## config.mk

```make
export PLATFORM = sky130hd
export DESIGN_NAME = uart_frame_scheduler
export DESIGN_NICKNAME = d
export VERILOG_FILES = /design/src/rtl/uart_frame_scheduler.sv
export SDC_FILE = /design/constraint.sdc
export NUM_CORES = 1
export LEC_CHECK = 0
export CAP_MARGIN = 5
export CELL_PAD_IN_SITES_DETAIL_PLACEMENT = 1
export CELL_PAD_IN_SITES_GLOBAL_PLACEMENT = 2
export CORE_UTILIZATION = 23
export CTS_CLUSTER_SIZE = 40
export DETAILED_ROUTE_END_ITERATION = 16
export PLACE_DENSITY_LB_ADDON = 0.1
export SLEW_MARGIN = 20
export SYNTH_ARGS = -nofsm -noshare
export SYNTH_HDL_FRONTEND = slang
export SYNTH_SLANG_ARGS = --single-unit
export TNS_END_PERCENT = 5
```

## constraint.sdc

```tcl
create_clock -name clk -period 2.5 [get_ports clk]
set_input_delay 0.25 -clock clk [delete_from_list [all_inputs] [get_ports clk]]
set_output_delay 0.25 -clock clk [all_outputs]
set_load 0.02 [all_outputs]
```

## src/rtl/uart_frame_scheduler.sv

```systemverilog
// uart_frame_scheduler: round-robin arbiter that frames requester words
// as header + payload bytes onto a single UART TX byte stream.
module uart_frame_scheduler #(
  parameter int          NUM_REQ  = 4,
  parameter int          DATA_W   = 16,
  parameter logic [7:0]  HDR_BASE = 8'hA0
) (
  input  logic                      clk,
  input  logic                      rst,
  input  logic                      tick,
  input  logic [NUM_REQ-1:0]        req_valid,
  input  logic [NUM_REQ*DATA_W-1:0] req_data,
  output logic [NUM_REQ-1:0]        req_ack,
  output logic [7:0]                tx_data,
  output logic                      tx_valid,
  input  logic                      tx_ready,
  output logic                      busy,
  output logic [7:0]                overrun_cnt
);

  localparam int NB    = DATA_W / 8;
  localparam int PTR_W = (NUM_REQ > 1) ? $clog2(NUM_REQ) : 1;
  localparam int BI_W  = (NB > 1) ? $clog2(NB) : 1;

  typedef enum logic [1:0] {
    IDLE = 2'd0,
    HDR  = 2'd1,
    DATA = 2'd2
  } state_t;

  state_t            state;
  state_t            state_nxt;

  logic [PTR_W-1:0]  rr_ptr;
  logic [PTR_W-1:0]  grant_q;
  logic [DATA_W-1:0] word_q;
  logic [BI_W-1:0]   byte_idx;

  logic              found;
  logic [PTR_W-1:0]  gsel;
  logic [PTR_W:0]    cand;
  logic              hs;
  logic              last_hs;
  logic              take;
  logic [PTR_W-1:0]  rr_nxt;

  assign hs      = tx_valid & tx_ready;
  assign last_hs = (state == DATA) && hs && (byte_idx == '0);
  assign take    = (state == IDLE) && tick && found;

  // pointer to the requester after the one just served, wrapping
  assign rr_nxt = (grant_q == PTR_W'(NUM_REQ - 1))
                ? '0
                : grant_q + PTR_W'(1);

  // first pending requester at or after rr_ptr, wrapping at NUM_REQ
  always_comb begin
    found = 1'b0;
    gsel  = '0;
    cand  = '0;
    for (int k = 0; k < NUM_REQ; k++) begin
      cand = {1'b0, rr_ptr} + (PTR_W+1)'(k);
      if (cand >= (PTR_W+1)'(NUM_REQ))
        cand = cand - (PTR_W+1)'(NUM_REQ);
      if (!found && req_valid[cand[PTR_W-1:0]]) begin
        found = 1'b1;
        gsel  = cand[PTR_W-1:0];
      end
    end
  end

  // state register
  always_ff @(posedge clk) begin
    if (rst)
      state <= IDLE;
    else
      state <= state_nxt;
  end

  // next-state decode
  always_comb begin
    state_nxt = state;
    unique case (state)
      IDLE: begin
        if (take)
          state_nxt = HDR;
      end
      HDR: begin
        if (hs)
          state_nxt = DATA;
      end
      DATA: begin
        if (last_hs)
          state_nxt = IDLE;
      end
      default: state_nxt = IDLE;
    endcase
  end

  // output decode: byte on the wire follows state and byte index
  always_comb begin
    tx_valid = 1'b0;
    busy     = 1'b0;
    tx_data  = 8'h00;
    unique case (state)
      IDLE: begin
        tx_data = 8'h00;
      end
      HDR: begin
        tx_valid = 1'b1;
        busy     = 1'b1;
        tx_data  = HDR_BASE | 8'(grant_q);
      end
      DATA: begin
        tx_valid = 1'b1;
        busy     = 1'b1;
        tx_data  = word_q[byte_idx*8 +: 8];
      end
      default: begin
        tx_data = 8'h00;
      end
    endcase
  end

  // grant latch, ack pulse, byte index and round-robin pointer
  always_ff @(posedge clk) begin
    if (rst) begin
      rr_ptr   <= '0;
      grant_q  <= '0;
      word_q   <= '0;
      byte_idx <= '0;
      req_ack  <= '0;
    end else begin
      req_ack <= '0;
      if (take) begin
        grant_q <= gsel;
        word_q  <= req_data[gsel*DATA_W +: DATA_W];
        req_ack <= NUM_REQ'(1) << gsel;
      end
      if ((state == HDR) && hs)
        byte_idx <= BI_W'(NB - 1);
      if ((state == DATA) && hs) begin
        if (byte_idx == '0)
          rr_ptr <= rr_nxt;
        else
          byte_idx <= byte_idx - BI_W'(1);
      end
    end
  end

  // ticks that land while a frame is in flight are lost and counted
  always_ff @(posedge clk) begin
    if (rst)
      overrun_cnt <= 8'h00;
    else if (tick && (state != IDLE) && (overrun_cnt != 8'hFF))
      overrun_cnt <= overrun_cnt + 8'h01;
  end

endmodule

```

==> Yosys cells after proc, flatten, opt, wreduce, memory -nomap -nowiden <==
Cells that the tools add are included.
{ "word_totals": {"regBits": 35, "out_inout_bits": 22, "word_cells": 87, "inputBits": 72} }
{ "op_classes": {"bitwise": 3, "addsub": 10, "muxes": 30, "reduce_logical": 19, "order_cmp": 8, "n_eq_ne": 7, "n_shift": 3} }
{ "op_table": {"columns": ["cell", "n"], "rows": [
  ["$shiftx A64 B7 Y16", 1],
  ["$mux W2", 12],
  ["$pmux W8 S2", 1],
  ["$shiftx A16 B5 Y8", 1],
  ["$lt A2 B3 Y1 const B", 4],
  ["$mux W1", 12],
  ["$logic_and A1 B1 Y1", 10],
  ["$ge A3 B3 Y1 const B", 3],
  ["$add A8 B1 Y8 const B", 1],
  ["$bmux W1 S2", 4],
  ["$ne A8 B8 Y1 const B", 1],
  ["$sub A2 B1 Y2 const B", 4],
  ["$add A2 B2 Y3 const B", 2],
  ["$ne A2 B2 Y1 const B", 3],
  ["$pmux W2 S3", 1],
  ["$eq A2 B2 Y1 const B", 2],
  ["$reduce_or A2 Y1", 2],
  ["$shl A1 B2 Y4 const A", 1],
  ["$add A2 B1 Y3 const B", 1],
  ["$ge A2 B3 Y1 const B", 1],
  ["$logic_not A1 Y1", 3],
  ["$reduce_and A3 Y1", 1],
  ["$add A2 B1 Y2 const B", 1],
  ["$eq A2 B1 Y1 const B", 1],
  ["other kinds (6)", 7]
]} }

==> Logic depth before layout (Yosys ltp) <==
{ "depth": {"word_depth": 17, "ltp_mapped": 8} }

==> Worst setup path after synthesis <==
OpenSTA, ideal clock, no wires.
{ "synth_timing": {"path_kind": "flip-flop to flip-flop", "start": "register rr_ptr[1]", "end": "register word_q[10]", "path_buffers": 1, "path_slack_ps": 756, "required_time_ps": 2417, "setup_ps": 83, "arrival_ps": 1661, "path_stages_with_launch": 7, "path_cell_list": "dfxtp_1 > nand2_1 > a221o_1 > and2_1 > buf_6 > or3_1 > o221ai_1"} }
{ "synth_between": {"elab_chain_cells": 15, "elab_cells_between_ends": 39, "cone_classes": "add/sub (7); order compare (4); shift (1); mux (20); reduce/logical (7)"} }
{ "synth_rtl": {"columns": ["element", "line_no", "source"], "rows": [
  ["start: declaration", "34", "logic [PTR_W-1:0] rr_ptr;"],
  ["start signal: assignment", "144", "rr_ptr <= rr_nxt;"],
  ["branches (longest 15 deep; another with $add A2 B1 Y3)", null, null],
  ["end signal: assignment", "137", "word_q <= req_data[gsel*DATA_W +: DATA_W];"],
  ["end: declaration", "36", "logic [DATA_W-1:0] word_q;"]
]} }
Several ways; the timed one is not identified. The select of a mux whose other input is x is not followed.
A chain may end at the register's enable or synchronous reset.

==> Worst setup path in the final report <==
{ "layout_timing": {"start": "register state[0]", "end": "output tx_data[2]"} }
{ "layout_between": {"elab_chain_cells": 2, "elab_cells_between_ends": 3, "cone_classes": "eq/ne (2); mux (1)"} }
{ "layout_rtl": {"columns": ["element", "line_no", "source"], "rows": [
  ["start: declaration", "31", "state_t state;"],
  ["start signal: assignment", "77", "state <= state_nxt;"],
  ["$eq A2 B2 Y1 or $eq A2 B1 Y1 (tied branches)", "105", "unique case (state)"],
  ["$pmux W8 S2 *", "105", null],
  ["end: declaration", "14", "output logic [7:0] tx_data,"]
]} }
Every way passes the cells marked *; elsewhere a longest branch is shown, timed or not.

==> results.json <==
{
  "placeableCoreArea_um2": 8891,
  "cts.root.buffer_cell": "sky130_fd_sc_hd__clkbuf_8",
  "synth_seq_area_share_pct": 32.52,
  "endpoint_kind": "output port",
  "num_vias": 2225,
  "final_common_cell": "sky130_fd_sc_hd__clkdlybuf4s50_1",
  "skew_ns": 0.006394,
  "via_per_inst": 4.847,
  "leftover_overflow_at_the_end_of_global_routing": 0,
  "port_buffers": 93,
  "initial_util_pct": 24.23,
  "ir_worst_vdd_mv": 0.1980,
  "clock_path_buffers": 2,
  "cellInternalPower_mw": 1.282,
  "yosysWarningCount": 0,
  "most_common_flop_cell_mapped_by_yosys": "sky130_fd_sc_hd__dfxtp_1",
  "final_min_period_over_clock_period_pct": 92.36,
  "timing.hold.worst.class": "register to register",
  "pin_count_of_the_biggest_net_entering_global_routing": 28,
  "required_ns": 2.25,
  "rows": 34,
  "post_layout_net_count": 429,
  "first_iter_violations": 31,
  "pin_count": 94,
  "remaining_drc_errors": 0,
  "ffs_w_async_s_r_synth_pct": 0,
  "antenna_found_initial": 0,
  "dieArea_um2": 9758,
  "timing.critical_path.from_type": "register",
  "sequentialPowerShare_pct": 36.0,
  "power_switching_uw": 690.5,
  "post_synthesis_cell_type_count": 42,
  "most-common-layout-cells": "sky130_fd_sc_hd__clkdlybuf4s50_1 (93), sky130_fd_sc_hd__dfxtp_1 (35), sky130_fd_sc_hd__mux2i_1 (28)",
  "maxSlewHeadroom_pct": 60.43,
  "synthesis.area_per_instance_um2": 8.516,
  "combPwrFrac_pct": 43.1,
  "drt_pass1_iterations": 4,
  "syn_inst": 253,
  "post-layout-total-power_mw": 1.973,
  "area_growth_pct": 55.11,
  "result_of_the_run": "complete, no violations",
  "detail_route.wl_per_cell_um": 15.23,
  "min_from": "word_q[1]",
  "post_cts_resized": 0,
  "numCtsBuffers": 5,
  "clk_pin_slew_ns": 0.08,
  "post_cts_buffers": 0,
  "place_congestion": 0.7244,
  "cts-htree-levels": 2,
  "achievable-frequency_mhz": 433.1,
  "die-width_um": 98.79,
  "clock_sink_count": 35,
  "finalSetupViolations": 0,
  "via_count_of_the_first_global_routing_pass": 2195,
  "diodes": 0,
  "setup-tns-final_ns": 0,
  "synth.net_count": 332,
  "hold_buffers": 0,
  "final_max_slew_viol_count": 0,
  "clock_insertion_delay_worst_skew_ns": 0.29,
  "dp_wirelength_mm": 5.348,
  "reg2reg_from": "rr_ptr[1]",
  "power_switching_share_pct": 35.00,
  "syn_area_um2": 2155,
  "worst-path-max-fanout": 4,
  "grt_setup_unrepaired": "no",
  "global_route_wire_length_before_repair_mm": 11.23,
  "clock_tree_from_tritoncts": "built",
  "ys_ff_latch": 35,
  "period_needed_ns": 2.309,
  "max_slew.worst_pin.slew_ns": 0.5935,
  "number_of_enable_type_register_cells_in_the_synthesized_netlist": 0,
  "setup.worst_path.start": "state[0]",
  "post_route_cells_drive_above_1_share_pct": 7.123,
  "grt_util_all_layers_pct": 14.87,
  "die_h_um": 98.79,
  "path_class": "register to output port",
  "drv.max_cap_violation_count": 0,
  "cellPowerDensity_nw_per_um2": 590.4,
  "critPathArrivalTime_ns": 2.06,
  "clk_pwr_share_pct": 20.9,
  "report.final.hold_viol_count": 0,
  "static-leakage-power_nw": 1.268,
  "wl_mm": 6.990,
  "hold-worst-slack_ns": 0.4887,
  "antenna_left": 0
}
power groups by stage:
stage | Sequential [mW] | Combinational, mW | Clock [mW]
3_5_place_dp | 0.724 | 0.862 | 0
5_1_grt | 0.722 | 0.938 | 0.454
4_1_cts | 0.713 | 0.865 | 0.430
3_3_place_gp | 0.725 | 0.852 | 0
2_1_floorplan | 0.710 | 0.499 | 0
6_report | 0.710 | 0.851 | 0.413
cells by family after synthesis:
group,after synthesis,synth area share (%)
AOI/OAI and AO/OA,66,21.25
xor gates and xnor gates,5,2.032
adders and majority gates,7,4.065
buffers and inverters,21,4.529
DFF,35,32.52
muxes,32,15.10
and+or+nand+nor,87,20.50
stage by stage:
step	utilization, %	instance area (µm²)	std cells	setup WS, ns
floorplan	-	2155	253	0.7564
global placement	36.67	3261	451	0.3055
detailed placement	36.67	3261	451	0.2431
CTS	37.59	3342	459	0.1678
global route	37.59	3342	459	0.1272
finish	37.59	3342	459	0.1911
layer usage:
| metal | vias to the layer above | routed length (µm) | GRT usage (%) |
|---|---|---|---|
| met5 | - | 0 | 0 |
| met4 | 0 | 74 | 3.789 |
| met3 | 6 | 261 | 3.050 |
| met2 | 56 | 3325 | 25.17 |
| met1 | 1054 | 3329 | 19.23 |
| li1 | 1109 | - | - |
path summary, 6_finish.rpt:
path | end | slack, ns | cells past startpoint
max | tx_data[2] | 0.19 | 5
min | word_q[1] | 0.49 | 2
max reg2reg | word_q[10] | 0.59 | 6
min reg2reg | word_q[1] | 0.49 | 2
critical path, cell delays in order (launching register included):
cell                              delay (ns)
sky130_fd_sc_hd__dfxtp_1                0.38
sky130_fd_sc_hd__inv_1                  0.09
sky130_fd_sc_hd__ha_1                   0.30
sky130_fd_sc_hd__nand2_1                0.17
sky130_fd_sc_hd__nor2_1                 0.18
sky130_fd_sc_hd__clkdlybuf4s50_1        0.64
area by class of cell:
class / count / area [µm²]
Sequential cell: 35 / 700.7
Clock inverter: 1 / 5.005
Inverter: 6 / 22.52
Tap cell: 108 / 135.1
Timing Repair Buffer: 105 / 1046
Clock buffer: 7 / 76.32
Multi-Input combinational cell: 197 / 1356
Fill cell: 1031 / 5549
flip-flops by register name, summed over array words and instances (netlist names):
signal       cells
word_q          16
overrun_cnt      8
req_ack          4
grant_q          2
rr_ptr           2
state            2
byte_idx         1
cells in the mapped netlist (5+ instances only):
library cell               instances  area, µm²
sky130_fd_sc_hd__ha_1              7      87.58
sky130_fd_sc_hd__mux2i_1          28      280.3
sky130_fd_sc_hd__o21ai_1          11      55.05
sky130_fd_sc_hd__nor2b_1           8      50.05
sky130_fd_sc_hd__o211ai_1         13      97.59
sky130_fd_sc_hd__o21ai_0           7      35.03
sky130_fd_sc_hd__inv_1             5      18.77
sky130_fd_sc_hd__dfxtp_1          35      700.7
sky130_fd_sc_hd__nand2_1          22      82.58
sky130_fd_sc_hd__clkbuf_1          9      33.78
sky130_fd_sc_hd__and3_1           14      87.58
sky130_fd_sc_hd__a21oi_1           7      35.03
sky130_fd_sc_hd__a21boi_0         11      82.58
sky130_fd_sc_hd__nor2_1           20      75.07
(Power assumes the default switching activity.)
